===== src/rtl/ping_pkg.sv =====
// Shared types and default constants for the multi-channel ultrasonic ping controller.
package ping_pkg;

    // Sequencer states; the controller walks these once per channel.
    typedef enum logic [2:0] {
        ST_IDLE      = 3'd0,
        ST_PRE_LOW   = 3'd1,
        ST_TRIG_HIGH = 3'd2,
        ST_POST_LOW  = 3'd3,
        ST_WAIT_RISE = 3'd4,
        ST_WAIT_FALL = 3'd5,
        ST_GAP       = 3'd6
    } ping_state_e;

    // Width of a channel index; never below 1 so a single-channel build still has a port.
    function automatic int ch_width(input int n);
        return (n > 1) ? $clog2(n) : 1;
    endfunction

    localparam int NUM_CH_DEF       = 4;
    localparam int CH_W_DEF         = ch_width(NUM_CH_DEF);
    localparam int CLK_PER_US_DEF   = 1;
    localparam int TRIG_LOW_US_DEF  = 5;
    localparam int TRIG_HIGH_US_DEF = 5;
    localparam int POST_LOW_US_DEF  = 5;
    localparam int TIMEOUT_US_DEF   = 6000;
    localparam int GAP_US_DEF       = 200;
    localparam int DIST_W_DEF       = 16;
    localparam int MM_SCALE_Q16_DEF = 11142;   // 0.5 * 0.340 mm/us in Q0.16

    // Timers and the echo counter are 16 bits; all durations must fit.
    localparam int TMR_W  = 16;
    localparam int ECHO_W = 16;

endpackage


===== src/rtl/ping_edge_sync.sv =====
// Per-channel two-flop synchroniser with rise/fall pulses on the synchronised level.
module ping_edge_sync #(
    parameter int NUM_CH = 4
) (
    input  logic              clk,
    input  logic              reset,
    input  logic [NUM_CH-1:0] din,
    output logic [NUM_CH-1:0] rise,
    output logic [NUM_CH-1:0] fall
);

    logic [NUM_CH-1:0] sync1_q, sync1_d;
    logic [NUM_CH-1:0] sync2_q, sync2_d;
    logic [NUM_CH-1:0] prev_q,  prev_d;

    // Shift the pad level through the synchroniser and keep one cycle of history.
    always_comb begin
        sync1_d = din;
        sync2_d = sync1_q;
        prev_d  = sync2_q;
    end

    // Synchroniser and history flops.
    always_ff @(posedge clk or posedge reset) begin
        if (reset) begin
            sync1_q <= '0;
            sync2_q <= '0;
            prev_q  <= '0;
        end else begin
            sync1_q <= sync1_d;
            sync2_q <= sync2_d;
            prev_q  <= prev_d;
        end
    end

    assign rise = sync2_q & ~prev_q;
    assign fall = ~sync2_q & prev_q;

endmodule


===== src/rtl/ping_array_ctrl.sv =====
// Round-robin sequencer for NUM_CH three-pin ultrasonic rangers on one timing engine.
// Result interface: dist_valid is a one-cycle strobe with no back-pressure; the consumer
// must capture dist_ch/dist_mm/dist_timeout on that cycle (they also hold until the next strobe).
module ping_array_ctrl
    import ping_pkg::*;
#(
    parameter int NUM_CH       = NUM_CH_DEF,
    parameter int CLK_PER_US   = CLK_PER_US_DEF,
    parameter int TRIG_LOW_US  = TRIG_LOW_US_DEF,
    parameter int TRIG_HIGH_US = TRIG_HIGH_US_DEF,
    parameter int POST_LOW_US  = POST_LOW_US_DEF,
    parameter int TIMEOUT_US   = TIMEOUT_US_DEF,
    parameter int GAP_US       = GAP_US_DEF,
    parameter int DIST_W       = DIST_W_DEF,
    parameter int MM_SCALE_Q16 = MM_SCALE_Q16_DEF
) (
    input  logic                        clk,
    input  logic                        reset,
    input  logic                        enable,
    input  logic [NUM_CH-1:0]           sensor_in,
    output logic [NUM_CH-1:0]           sensor_out,
    output logic [NUM_CH-1:0]           sensor_oe,
    output logic                        dist_valid,
    output logic [ch_width(NUM_CH)-1:0] dist_ch,
    output logic [DIST_W-1:0]           dist_mm,
    output logic                        dist_timeout,
    output logic                        busy,
    output ping_state_e                 dbg_state
);

    localparam int CW = ch_width(NUM_CH);
    // Largest distance representable on the output (DIST_W is at most 32).
    localparam logic [31:0] DIST_MAX = (DIST_W >= 32) ? 32'hFFFF_FFFF : ((32'd1 << DIST_W) - 32'd1);

    ping_state_e       state_q, state_d;
    logic [TMR_W-1:0]  tmr_q, tmr_d;
    logic [ECHO_W-1:0] echo_q, echo_d, echo_inc;
    logic [CW-1:0]     cur_ch_q, cur_ch_d;
    logic [NUM_CH-1:0] oe_q, oe_d, out_q, out_d;
    logic              dv_q, dv_d, to_q, to_d, busy_q, busy_d;
    logic [DIST_W-1:0] mm_q, mm_d;
    logic [CW-1:0]     dch_q, dch_d;
    logic [15:0]       presc_q, presc_d;
    logic              us_tick;
    logic [NUM_CH-1:0] rise, fall;
    logic              rise_sel, fall_sel, drive;
    logic [31:0]       prod, mm32;

    ping_edge_sync #(.NUM_CH(NUM_CH)) u_sync (
        .clk   (clk),
        .reset (reset),
        .din   (sensor_in),
        .rise  (rise),
        .fall  (fall)
    );

    assign rise_sel = rise[cur_ch_q];
    assign fall_sel = fall[cur_ch_q];

    // Prescaler: us_tick marks the last clk of each microsecond.
    always_comb begin
        us_tick = (presc_q == 16'(CLK_PER_US - 1));
        presc_d = us_tick ? '0 : presc_q + 16'd1;
    end

    // Prescaler flop.
    always_ff @(posedge clk or posedge reset) begin
        if (reset) presc_q <= '0;
        else       presc_q <= presc_d;
    end

    // Echo width including the current tick, and its full-width millimetre conversion.
    always_comb begin
        echo_inc = (us_tick && echo_q != '1) ? echo_q + ECHO_W'(1) : echo_q;
        prod     = 32'(echo_inc) * 32'(MM_SCALE_Q16);
        mm32     = prod >> 16;
    end

    // Sequencer next state, timers, result capture and pad drive.
    always_comb begin
        state_d  = state_q;
        tmr_d    = tmr_q;
        echo_d   = echo_q;
        cur_ch_d = cur_ch_q;
        dv_d     = 1'b0;
        mm_d     = mm_q;
        dch_d    = dch_q;
        to_d     = to_q;
        case (state_q)
            ST_IDLE: begin
                if (enable) begin
                    state_d  = ST_PRE_LOW;
                    cur_ch_d = '0;
                    tmr_d    = '0;
                end
            end
            ST_PRE_LOW, ST_TRIG_HIGH, ST_POST_LOW: begin
                if (us_tick) begin
                    if ((state_q == ST_PRE_LOW   && tmr_q == TMR_W'(TRIG_LOW_US - 1)) ||
                        (state_q == ST_TRIG_HIGH && tmr_q == TMR_W'(TRIG_HIGH_US - 1)) ||
                        (state_q == ST_POST_LOW  && tmr_q == TMR_W'(POST_LOW_US - 1))) begin
                        tmr_d   = '0;
                        state_d = (state_q == ST_PRE_LOW)   ? ST_TRIG_HIGH :
                                  (state_q == ST_TRIG_HIGH) ? ST_POST_LOW  : ST_WAIT_RISE;
                    end else begin
                        tmr_d = tmr_q + TMR_W'(1);
                    end
                end
            end
            ST_WAIT_RISE: begin
                // The edge wins over a timeout landing in the same cycle.
                if (rise_sel) begin
                    state_d = ST_WAIT_FALL;
                    echo_d  = '0;
                    tmr_d   = '0;
                end else if (us_tick && tmr_q == TMR_W'(TIMEOUT_US - 1)) begin
                    state_d = ST_GAP;
                    tmr_d   = '0;
                    dv_d    = 1'b1;
                    dch_d   = cur_ch_q;
                    mm_d    = '1;
                    to_d    = 1'b1;
                end else if (us_tick) begin
                    tmr_d = tmr_q + TMR_W'(1);
                end
            end
            ST_WAIT_FALL: begin
                echo_d = echo_inc;
                if (fall_sel) begin
                    state_d = ST_GAP;
                    tmr_d   = '0;
                    dv_d    = 1'b1;
                    dch_d   = cur_ch_q;
                    mm_d    = (mm32 > DIST_MAX) ? '1 : DIST_W'(mm32);
                    to_d    = 1'b0;
                end else if (us_tick && tmr_q == TMR_W'(TIMEOUT_US - 1)) begin
                    state_d = ST_GAP;
                    tmr_d   = '0;
                    dv_d    = 1'b1;
                    dch_d   = cur_ch_q;
                    mm_d    = '1;
                    to_d    = 1'b1;
                end else if (us_tick) begin
                    tmr_d = tmr_q + TMR_W'(1);
                end
            end
            ST_GAP: begin
                if (us_tick) begin
                    if (tmr_q == TMR_W'(GAP_US - 1)) begin
                        tmr_d    = '0;
                        cur_ch_d = (cur_ch_q == CW'(NUM_CH - 1)) ? '0 : cur_ch_q + CW'(1);
                        state_d  = enable ? ST_PRE_LOW : ST_IDLE;
                    end else begin
                        tmr_d = tmr_q + TMR_W'(1);
                    end
                end
            end
            default: state_d = ST_IDLE;
        endcase
        // Pad drive follows the next state so it is registered alongside it.
        drive  = (state_d == ST_PRE_LOW) || (state_d == ST_TRIG_HIGH) || (state_d == ST_POST_LOW);
        oe_d   = drive ? (NUM_CH'(1) << cur_ch_d) : '0;
        out_d  = (state_d == ST_TRIG_HIGH) ? (NUM_CH'(1) << cur_ch_d) : '0;
        busy_d = (state_d != ST_IDLE);
    end

    // Sequencer state and registered outputs; reset drops the pad drive immediately.
    always_ff @(posedge clk or posedge reset) begin
        if (reset) begin
            state_q  <= ST_IDLE;
            tmr_q    <= '0;
            echo_q   <= '0;
            cur_ch_q <= '0;
            oe_q     <= '0;
            out_q    <= '0;
            dv_q     <= 1'b0;
            mm_q     <= '0;
            dch_q    <= '0;
            to_q     <= 1'b0;
            busy_q   <= 1'b0;
        end else begin
            state_q  <= state_d;
            tmr_q    <= tmr_d;
            echo_q   <= echo_d;
            cur_ch_q <= cur_ch_d;
            oe_q     <= oe_d;
            out_q    <= out_d;
            dv_q     <= dv_d;
            mm_q     <= mm_d;
            dch_q    <= dch_d;
            to_q     <= to_d;
            busy_q   <= busy_d;
        end
    end

    assign sensor_oe    = oe_q;
    assign sensor_out   = out_q;
    assign dist_valid   = dv_q;
    assign dist_ch      = dch_q;
    assign dist_mm      = mm_q;
    assign dist_timeout = to_q;
    assign busy         = busy_q;
    assign dbg_state    = state_q;

endmodule


===== config.mk =====
export PLATFORM = sky130hd
export DESIGN_NAME = ping_array_ctrl
export DESIGN_NICKNAME = d
export VERILOG_FILES = /design/src/rtl/ping_pkg.sv /design/src/rtl/ping_edge_sync.sv /design/src/rtl/ping_array_ctrl.sv
export SDC_FILE = /design/constraint.sdc
export NUM_CORES = 1
export LEC_CHECK = 0
export BUFFER_PORTS_ARGS = -buffer_cell sky130_fd_sc_hd__buf_2
export CAP_MARGIN = 20
export CORE_AREA = 5 5 125 127
export CTS_CLUSTER_SIZE = 10
export DETAILED_ROUTE_END_ITERATION = 10
export DIE_AREA = 0 0 130 132
export PLACE_DENSITY_LB_ADDON = 0.2
export SLEW_MARGIN = 20
export SYNTH_ARGS = -nofsm -noshare
export SYNTH_HDL_FRONTEND = slang
export SYNTH_SLANG_ARGS = --single-unit

===== constraint.sdc =====
create_clock -name clk -period 15.67 [get_ports clk]
set_input_delay 0 -clock clk [delete_from_list [all_inputs] [get_ports clk]]
set_output_delay 0 -clock clk [all_outputs]
set_load 0.1 [all_outputs]

# ---- After elaboration in Yosys (flattened, before gate mapping)
# Cells that the tools add are included.
dict set report word_totals {
  in_bits 7
  out_inout_bits 32
  word_cells 118
  reg_bits 94
}
dict set report classes {
  n_mul 1
  reduce_logical 18
  bitwise 4
  eq_ne 19
  magnitude_cmp 2
  shift 1
  n_mux 54
  add_sub_neg 4
}
# cell n
set ops {}
lappend ops {{$mux W16} 16}
lappend ops {{$pmux W16 S5} 1}
lappend ops {{$pmux W16 S2} 2}
lappend ops {{$add A16 B1 Y16 const B} 3}
lappend ops {{$mux W3} 10}
lappend ops {{$mul A16 B13 Y29 const B} 1}
lappend ops {{$eq A16 B13 Y1 const B} 1}
lappend ops {{$eq A16 B3 Y1 const B} 1}
lappend ops {{$eq A16 B8 Y1 const B} 1}
lappend ops {{$gt A14 B16 Y1 const B} 1}
lappend ops {{$logic_not A16 Y1} 1}
lappend ops {{$ne A16 B16 Y1 const B} 1}
lappend ops {{$pmux W3 S5} 1}
lappend ops {{$mux W2} 7}
lappend ops {{$eq A3 B2 Y1 const B} 4}
lappend ops {{$ne A2 B2 Y1 const B} 5}
lappend ops {{$eq A3 B3 Y1 const B} 3}
lappend ops {{$mux W1} 9}
lappend ops {{$and A4 B4 Y4} 2}
lappend ops {{$mux W4} 2}
lappend ops {{$not A4 Y4} 2}
lappend ops {{$pmux W2 S2} 2}
lappend ops {{$eq A3 B1 Y1 const B} 2}
lappend ops {{$logic_and A1 B1 Y1} 5}
lappend ops {{other kinds (14)} 20}

# ---- Logic depth before layout (Yosys ltp)
# Gate-level depths: netlist of the first run.
dict set report depth {
  ltp_word 11
  depth_mapped 27
  ltp_nobuf 27
}

# ---- Modules after synthesis
# Synthesis of the first run repeated with hierarchy kept, for this count alone.
dict set report hier_totals {
  hier_cells 839
  hier_area_um2 8159.1
}
# module area_per_inst_um2 cells_per_inst n_inst
set by_module_without_submodules {}
lappend by_module_without_submodules {ping_array_ctrl 7785.0 818 1}
lappend by_module_without_submodules {ping_edge_sync 374.1 21 1}

# ---- Worst setup path after synthesis of the first run
# Ideal clock, no wire load.
dict set report synth_path {
  path_type {register -> register}
  startpoint {reg presc_q[0]}
  endpoint {reg mm_q[9], in the netlist dist_mm[9]}
  arrival_time_ps 6197
  setup_ps 122
  slack_ps 9351
  path_buffers 0
  path_stages_with_launch 26
  required_time_ps 15548
  synth_period_minus_slack_ps 6319
  cell_sequence {dfrtp_1 > inv_1 > ha_1 > nor4b_4 > nand4_2 > nor4_4 > and2b_1 > and3_2 > xor2_1 > ha_1 > inv_1 > fa_1 > fa_1 > inv_1 > fa_1 > inv_1 > fa_1 > inv_1 > ha_1 > a21oi_1 > or3_1 > o211ai_1 > o21ai_0 > a21boi_0 > mux2i_1 > nor2_1}
}
dict set report synth_between {
  elab_chain_cells 8
  word_cells_on_any_way 11
  classes_between {mul: 1; order compare: 1; mux: 6; reduce/logical: 3}
}
# item line
set synth_rtl {}
lappend synth_rtl {{start, declared} ping_array_ctrl.sv:43} ;# logic [15:0] presc_q, presc_d;
lappend synth_rtl {{start signal, assigned} ping_array_ctrl.sv:69} ;# else presc_q <= presc_d;
lappend synth_rtl {{$logic_not A16 Y1 *} ping_array_ctrl.sv:62} ;# us_tick = (presc_q == 16'(CLK_PER_US - 1));
lappend synth_rtl {{$logic_and A1 B1 Y1} ping_array_ctrl.sv:74} ;# echo_inc = (us_tick && echo_q != '1) ? echo_q + ECHO_W'(1) : echo_q;
lappend synth_rtl {{$mux W16} ping_array_ctrl.sv:74}
lappend synth_rtl {{$mul A16 B13 Y29} ping_array_ctrl.sv:75} ;# prod = 32'(echo_inc) * 32'(MM_SCALE_Q16);
lappend synth_rtl {{$gt A14 B16 Y1} ping_array_ctrl.sv:134} ;# mm_d = (mm32 > DIST_MAX) ? '1 : DIST_W'(mm32);
lappend synth_rtl {{$mux W16} ping_array_ctrl.sv:134}
lappend synth_rtl {{$mux W16} ping_array_ctrl.sv:129} ;# if (fall_sel) begin
lappend synth_rtl {{$pmux W16 S2 *} ping_array_ctrl.sv:89} ;# case (state_q)
lappend synth_rtl {{end signal, assigned} ping_array_ctrl.sv:189} ;# mm_q <= mm_d;
lappend synth_rtl {{end, declared} ping_array_ctrl.sv:41} ;# logic [DIST_W-1:0] mm_q, mm_d;
# Mark *: on every way between the ends. The rest lies on a longest branch, timed or not. The select of a mux whose other input is x is not followed.
# A chain may end at the register's enable or synchronous reset.

# ---- Worst setup path in the final report of the first run
dict set report layout_path {
  startpoint {reg presc_q[0]}
  endpoint {reg mm_q[12], in the netlist dist_mm[12]}
}
# Same word-level chain as after synthesis.

==> flow_summary.json, run 1 <==
{
  "portBuffers": 38,
  "crit_path_end_kind": "flop",
  "gp_congestion": 0.911,
  "synth_simple_gate_area_frac": 0.176,
  "ys_seq_area_frac": 0.283,
  "ys_async_sr_fraction": 1.00,
  "synth_top_area_cell": "dfrtp_1",
  "die_area_um2": 17200,
  "drc_errors": 0,
  "synth_compound_area_frac": 0.111,
  "seqPwrFrac": 0.527,
  "switching_share": 0.224,
  "layout_min_cycle_time_ns": 7.18,
  "arrival_ns": 7.40,
  "synth.cell_area_um2": 8300,
  "yosysMostFrequentCell": "inv_1",
  "ys.flop_type": "dfrtp_1",
  "cts_tree": "yes",
  "holdPathEnd": "dbg_state[0]",
  "nets": 1085,
  "critPathTopFamily": "adder cells",
  "p_int_uw": 360,
  "wire_per_inst_um": 15.7,
  "place_inst": 1083,
  "status": "finished clean",
  "area_delta_synth_final_pct": 8.53,
  "ant_nets": 0,
  "drive_gt1_frac": 0.0924,
  "min_from": "enable",
  "cts_resized": 0,
  "clk_pin_slew_ns": 0.07,
  "grt_pass1_wl_mm": 29.5,
  "cts_buffers": 9,
  "synth_xor_area_frac": 0.0529,
  "cp-start-kind": "flop",
  "cp_max_fo": 12,
  "vias": 6160,
  "synth-seq-cells": 94,
  "finalSetupTns_ns": 0,
  "ctsLongestPathBuffers": 2,
  "hp-class": "in2reg",
  "cpMaxStageDelayCell": "fa_1",
  "finalInstanceArea_um2": 9010,
  "drt-total-wl_mm": 17.3,
  "grt_pass1_vias": 6205,
  "grt_usage": 0.212,
  "ys_top_cells_by_area": "dfrtp_1 (28%), ha_1 (16%), fa_1 (14%), inv_1 (6.3%), xnor2_1 (3.4%)",
  "fp-row-count": 44,
  "synth_top_area_frac": 0.283,
  "ys_types": 69,
  "power.share.combinational": 0.017,
  "die_w_um": 130,
  "setup_viol": 0,
  "yosysWarningCount": 0,
  "grt_max_degree": 77,
  "r2r_end": "dist_mm[12]",
  "antenna_found_initial": 0,
  "worst-slew-pin-transition_ns": 1.08,
  "synthMuxAreaShare": 0.00769,
  "min_path_cells": 3,
  "clock_power_share": 0.456,
  "max_freq_mhz": 139,
  "first_pass_iters": 5,
  "p_sw_uw": 104,
  "ir_worst_vdd_mv": 0.0790,
  "avgSynthCellArea_um2": 9.49,
  "reg2reg_depth": 25,
  "synth_fp_nets": 1045,
  "drt-initial-drc-count": 403,
  "power.total_uw": 465,
  "stdcell_count": 1104,
  "clkLatencyLatePin_ns": 0.35,
  "hpwl_mm": 13.8,
  "n_antenna_cell": 0,
  "grt_setup_unrepaired": "false",
  "r2r_slack_ns": 8.49,
  "finalCritPeriodShare": 0.458,
  "yosys-top-cells-count": "inv_1 (139), ha_1 (105), dfrtp_1 (94), nor2_1 (67), nand2_1 (64)",
  "p_leak_uw": 0.00471,
  "drv_cap": 0,
  "synth_top_family_by_area": "adder cells",
  "timing.rr.start": "presc_q[0]",
  "h-tree-depth": 3,
  "clock_sinks": 94,
  "coreArea_um2": 14300,
  "start_util": 0.580,
  "worstPathRequired_ns": 15.89,
  "hold_buffers": 5,
  "syn_inst": 875,
  "vias_per_cell": 5.58,
  "finalHoldViolCount": 0,
  "path_buf_inv": 5,
  "root_buffer": "clkbuf_16",
  "synth-edff-count": 0,
  "cp_slowest_stage_delay_ns": 0.55,
  "ios": 39,
  "finClkSkew_ns": 0.0109,
  "synth_adder_area_share": 0.298,
  "detailed_place.area_um2": 8680,
  "power_density_nw_per_um2": 51.6,
  "post_cts_buffers": 0,
  "slew_headroom": 0.275,
  "die_height_um": 132,
  "grt-ovfl-total": 0,
  "critical_path_class": "reg2reg",
  "final-max-slew-violation-count": 0,
  "path_common_cell": "inv_1"
}
cells in the final DEF (no fill, tap or decap), drive strengths merged, types with 25 or more instances in the layout:
cell type | synthesis | final
fa | 58 | 58
ha | 105 | 105
buf | 6 | 41
nand3 | 25 | 25
dfrtp | 94 | 94
o21ai | 40 | 40
a21oi | 41 | 41
inv | 140 | 143
nor2 | 68 | 68
xnor2 | 33 | 33
nand2 | 64 | 64
per-layer routing:
metal | vias to the layer above | share of wire | track usage | wire length, µm
li1 | 3035 | - | - | -
met1 | 2963 | 0.44 | 0.284 | 7650
met2 | 137 | 0.49 | 0.350 | 8560
met3 | 25 | 0.048 | 0.0434 | 834
met4 | 0 | 0.016 | 0.0577 | 276
met5 | - | 0 | 0 | 0
power by group through the flow:
stage / Sequential (µW) / Clock (µW) / Combinational (µW)
floorplan: 249 / 0 / 4.80
global placement: 249 / 0 / 7.47
CTS: 245 / 220 / 8.43
global route: 245 / 229 / 9.57
detailed placement: 249 / 0 / 7.48
finish: 245 / 212 / 8.05
registers in the layout, summed over array words and instances, names as in the netlist:
signal / cells
u_sync.prev_d: 4
dist_valid: 1
busy: 1
sensor_oe: 4
dbg_state: 3
u_sync.prev_q: 4
cur_ch_q: 2
dist_mm: 16
dist_timeout: 1
echo_q: 16
tmr_q: 16
u_sync.sync1_q: 4
sensor_out: 4
dist_ch: 2
presc_q: 16
worst max-delay path by stage:
stage	from	endpoint	slack (ns)	cells after the start
5_1_grt	presc_q[0]	dist_mm[12]	7.88	25
3_3_place_gp	presc_q[0]	dist_mm[12]	8.75	25
2_1_floorplan	presc_q[0]	dist_mm[9]	9.35	25
3_5_place_dp	presc_q[0]	dist_mm[12]	8.56	25
4_1_cts	presc_q[0]	dist_mm[12]	8.46	25
6_report	presc_q[0]	dist_mm[12]	8.49	25
stage by stage:
stage	hold slack [ns]	worst slack, ns	utilization
6_report	0.0723	8.49	0.630
4_1_cts	0.0573	8.46	0.630
3_3_place_gp	-0.0490	8.75	0.606
3_5_place_dp	-0.0460	8.56	0.606
2_1_floorplan	0.0314	9.35	-
5_1_grt	0.0981	7.88	0.630
cell families after synthesis:
family | Yosys count
flops | 94
xor+xnor | 48
fa+ha+maj | 163
compound gates | 140
simple gates | 268
mux | 5
buf+inv | 157
worst min-delay path, stage by stage:
cell and delay (ns):
buf_2 0.10, o21ai_0 0.15, o311ai_4 0.12
area by class of cell:
type,instances,area [µm²]
Multi-Input combinational cell,624,5350
Fill cell,1234,5300
Sequential cell,94,2350
Inverter,140,528
Timing Repair Buffer,46,263
Clock buffer,11,243
Tap cell,184,230
Clock inverter,5,41.3
Power figures use the tool's default switching activity.
==> run 2, diff against run 1 <==
Settings changed: CORE_AREA 5 5 125 127 to 5 5 127 129, DIE_AREA 0 0 130 132 to 0 0 132 134.
Clock period 15.67 ns to 6.1 ns, I/O delays scaled along.
==> run 2 against run 1 <==
Fmax is 21% higher. Wire length is 10% higher. Sequential share of layout area is 3.6 points lower. Combinational power grew to 2.5 times the previous value.
==> flow_summary.json, run 2 (synthesized netlist as in run 1, its figures left out) <==
{
  "grt_setup_unrepaired": "true",
  "n_antenna_cell": 0,
  "crit_path_end_kind": "flop",
  "cts_tree": "yes",
  "arrival_ns": 6.19,
  "grt_pass1_vias": 6307,
  "grt_usage": 0.210,
  "portBuffers": 38,
  "cp_max_fo": 4,
  "multiInputGateArea_um2": 6040,
  "hpwl_mm": 14.2,
  "area_delta_synth_final_pct": 25.9,
  "finalHoldViolCount": 0,
  "drc_errors": 0,
  "ant_nets": 0,
  "drv_cap": 0,
  "fin_util": 0.701,
  "die_area_um2": 17700,
  "ios": 39,
  "vias": 6559,
  "coreArea_um2": 14900,
  "drt-total-wl_mm": 19.1,
  "clk_pin_slew_ns": 0.07,
  "grt_pass1_wl_mm": 30.6,
  "finClkSkew_ns": 0.0184,
  "ctsLongestPathBuffers": 2,
  "vias_per_cell": 5.44,
  "power_density_nw_per_um2": 116,
  "drive_gt1_frac": 0.264,
  "root_buffer": "clkbuf_16",
  "mostFrequentLayoutCell": "inv_1",
  "max_freq_mhz": 168,
  "wire_per_inst_um": 15.8,
  "worst-slew-pin-transition_ns": 1.10,
  "p_leak_uw": 0.00526,
  "worstPathRequired_ns": 6.33,
  "gp_congestion": 0.883,
  "cts_buffers": 9,
  "grt-ovfl-total": 0,
  "fp-row-count": 45,
  "h-tree-depth": 3,
  "critical_path_class": "reg2reg",
  "die_height_um": 134,
  "clkLatencyLatePin_ns": 0.37,
  "start_util": 0.556,
  "status": "finished clean",
  "die_w_um": 132,
  "finalInstanceArea_um2": 10500,
  "layout_min_cycle_time_ns": 5.95,
  "finalSetupTns_ns": 0,
  "min_path_cells": 3,
  "area.sequential_um2": 2350,
  "setup_viol": 0,
  "hp-class": "in2reg",
  "detailed_place.area_um2": 9220,
  "antenna_found_initial": 0,
  "clock_sinks": 94,
  "reg2reg_depth": 25,
  "cp-start-kind": "flop",
  "finalCritPeriodShare": 0.976,
  "final_cell_mix": "inv_1 (129), buf_4 (97), dfrtp_1 (94)",
  "drt-initial-drc-count": 400,
  "grt_max_degree": 58,
  "nets": 1183,
  "ir_worst_vdd_mv": 0.225,
  "nFillCells": 1071,
  "final-max-slew-violation-count": 0,
  "first_pass_iters": 5,
  "slew_headroom": 0.266
}
==> run 2: metal layers <==
layer  GRT usage  wire, µm  part of all wire
met1       0.283      8410              0.44
met4      0.0623       330             0.017
met3      0.0338       763             0.040
met5           0         0                 0
met2       0.351      9600              0.50
==> run 2: power breakdown <==
| part | internal, µW | switching [µW] |
|---|---|---|
| registers | 627 | 1.72 |
| logic | 6.12 | 14.4 |
| clock network | 287 | 281 |
| total | 919 | 297 |
==> run 2: path summary, 6_finish.rpt <==
check / startpoint / to / slack [ns]
min in group asynchronous: reset / presc_q[8] / 0.20
min reg2reg: u_sync.sync1_q[3] / u_sync.prev_d[3] / 0.35
min: enable / dbg_state[0] / 0.04
max reg2reg: presc_q[4] / dist_mm[12] / 0.15
max: presc_q[4] / dist_mm[12] / 0.15
max in group asynchronous: reset / dist_mm[6] / 4.80
==> run 2: layout make-up <==
cell class | count | share of cell area
Timing Repair Buffer | 144 | 0.0969
Inverter | 140 | 0.0505
Clock buffer | 9 | 0.0215
Multi-Input combinational cell | 624 | 0.578
Clock inverter | 7 | 0.00586
Tap cell | 188 | 0.0225
Sequential cell | 94 | 0.225
==> run 2: per-stage QoR <==
step / std cells / setup WS, ns / power (µW) / hold WS [ns]
6_report: 1206 / 0.146 / 1220 / 0.0386
2_1_floorplan: 875 / 0.0138 / 653 / 0.0314
3_3_place_gp: 1153 / -0.0973 / 660 / 0.0478
5_1_grt: 1206 / -0.175 / 1270 / 0.0940
3_5_place_dp: 1153 / -0.201 / 660 / 0.0484
4_1_cts: 1177 / -0.0284 / 1230 / 0.0273
==> run 2: what timing repair did <==
| action | in CTS | in global routing |
|---|---|---|
| endpoints found under the setup margin | 9 | 13 |
| hold buffers | 5 | 0 |
| pin swaps | 4 | 69 |
| setup buffers | 3 | 29 |
| resized for setup | 9 | 95 |
| endpoints found under the hold margin | 41 | 0 |
==> run 2: worst max-delay path, cell delays in order (launching register included) <==
cell and delay [ns]:
dfrtp_1 0.43, nor4_4 0.27, buf_4 0.16, nand4_1 0.16, a21oi_2 0.19, buf_4 0.14, nand2b_4 0.10, xnor2_1 0.32
ha_4 0.26, inv_1 0.09, fa_1 0.40, inv_1 0.11, fa_2 0.45, fa_1 0.52, inv_2 0.04, fa_1 0.51
inv_2 0.05, ha_4 0.25, nand4_1 0.13, a211oi_2 0.07, a21oi_2 0.32, a21oi_2 0.14, o21ai_2 0.18, nand2_2 0.10
a2111oi_4 0.37, nor3_2 0.07
==> run 3, diff against run 2 <==
Settings changed: PLACE_DENSITY set to 0.79, PLACE_DENSITY_LB_ADDON 0.2 to unset.
==> run 3 against run 2 <==
Combinational power rose by 2%. Worst setup slack got worse by 0.093 ns. Hold slack improved by 0.040 ns. Global-route usage about the same. Clock skew down 0.0096 ns. Highest routed layer unchanged.
==> flow_summary.json, run 3 (synthesized netlist as in run 1, its figures left out) <==
{
  "drive_gt1_frac": 0.260,
  "drv_cap": 0,
  "grt.met3_usage": 0.0364,
  "antenna_found_initial": 0,
  "crit_path_end_kind": "flop",
  "cts_tree": "yes",
  "ios": 39,
  "hpwl_mm": 14.2,
  "drt-initial-drc-count": 446,
  "p_leak_uw": 0.00516,
  "grt_pass1_wl_mm": 30.7,
  "stdcell_count": 1187,
  "fp-row-count": 45,
  "reg2reg_depth": 25,
  "path_common_cell": "inv_1",
  "power_density_nw_per_um2": 114,
  "finalHoldViolCount": 0,
  "worst-path-stages": 25,
  "worstSetupStartpoint": "presc_q[0]",
  "cp-start-kind": "flop",
  "ir_worst_vdd_mv": 0.207,
  "drt-total-wl_mm": 20.8,
  "gp_congestion": 0.915,
  "clock_sinks": 94,
  "timing.hold.ws_ns": 0.0785,
  "status": "finished clean",
  "coreArea_um2": 14900,
  "grt_setup_unrepaired": "true",
  "gr-usage-met2": 0.363,
  "area_delta_synth_final_pct": 24.4,
  "wire_per_inst_um": 17.5,
  "vias": 6790,
  "slew_headroom": 0.257,
  "vias_per_cell": 5.72,
  "min_from": "enable",
  "h-tree-depth": 3,
  "drc_errors": 0,
  "fin_util": 0.692,
  "n_antenna_cell": 0,
  "grt_usage": 0.210,
  "grt_pass1_vias": 6629,
  "die_w_um": 132,
  "arrival_ns": 6.28,
  "cts_buffers": 9,
  "die_height_um": 134,
  "finalCritPeriodShare": 0.991,
  "timing.rr.start": "presc_q[0]",
  "die_area_um2": 17700,
  "final-max-slew-violation-count": 0,
  "nets": 1164,
  "first_pass_iters": 5,
  "setup_viol": 0,
  "cpMaxStageDelayCell": "fa_1",
  "hp-class": "in2reg",
  "worstPathRequired_ns": 6.33,
  "gr-usage-met1": 0.269,
  "critPathTopFamily": "adder cells",
  "min_path_cells": 3,
  "layout_min_cycle_time_ns": 6.05,
  "worst-slew-pin-transition_ns": 1.11,
  "ant_nets": 0,
  "grt-ovfl-total": 0,
  "max_freq_mhz": 165,
  "finClkSkew_ns": 0.00882,
  "critical_path_class": "reg2reg",
  "clkLatencyLatePin_ns": 0.35,
  "nFillCells": 999,
  "ctsLongestPathBuffers": 2,
  "mostFrequentLayoutCell": "inv_1",
  "cp_slowest_stage_delay_ns": 0.55,
  "place_inst": 1145,
  "path_buf_inv": 7,
  "final_cell_mix": "inv_1 (123), dfrtp_1 (94), ha_1 (80)",
  "root_buffer": "clkbuf_16",
  "grt_max_degree": 52,
  "portBuffers": 38,
  "clk_pin_slew_ns": 0.07,
  "start_util": 0.556,
  "power.total_uw": 1180,
  "top_usage_layer": "met2",
  "cp_max_fo": 4
}
[run 3: path summary, 6_finish.rpt]
path	slack [ns]	to
setup / recovery	0.05	dist_mm[11]
hold / removal	0.08	dbg_state[0]
setup reg to reg	0.05	dist_mm[11]
hold reg to reg	0.35	u_sync.prev_d[3]
max in group asynchronous	4.80	u_sync.prev_q[3]
min in group asynchronous	0.24	presc_q[6]
[run 3: layer usage]
metal  share of wire  wire length [µm]
met1            0.40              8350
met4           0.046               961
met3           0.050              1040
met2            0.50             10400
met5               0                 0
[run 3: area by class of cell]
class	instances	area, µm²	share of cell area
repair buffers	125	867	0.0840
well taps	188	235	0.0228
inverters	140	528	0.0511
flip-flops and latches	94	2350	0.228
clock buffers	12	246	0.0239
clock inverters	4	31.3	0.00303
multi-input cells	624	6060	0.587
[run 3: report_power, final]
group / total [µW] / switching [µW] / internal [µW] / leakage (µW)
Sequential: 629 / 1.79 / 627 / 0.00124
Clock: 531 / 242 / 289 / 0.000125
Combinational: 20.9 / 14.7 / 6.13 / 0.00379
[run 3: tightest hold or removal path, stage by stage]
cell and delay [ns]:
buf_2 0.11, o21ai_0 0.15, o311ai_4 0.12
[run 3: stage by stage]
stage          cell area [µm²]  setup TNS, ns  setup WS [ns]
2_1_floorplan             8340              0         0.0138
3_3_place_gp              9160         -0.349         -0.130
3_5_place_dp              9160          -1.10         -0.242
4_1_cts                   9560        -0.0311        -0.0164
5_1_grt                  10300          -1.44         -0.200
6_report                 10300              0         0.0528
[run 3: timing repair]
item / CTS / global route
setup endpoints to repair: 9 / 13
gates resized for setup: 12 / 103
hold buffers: 5 / 0
buffers inserted: 3 / 18
pin swaps: 6 / 74
endpoints found under the hold margin: 47 / 0
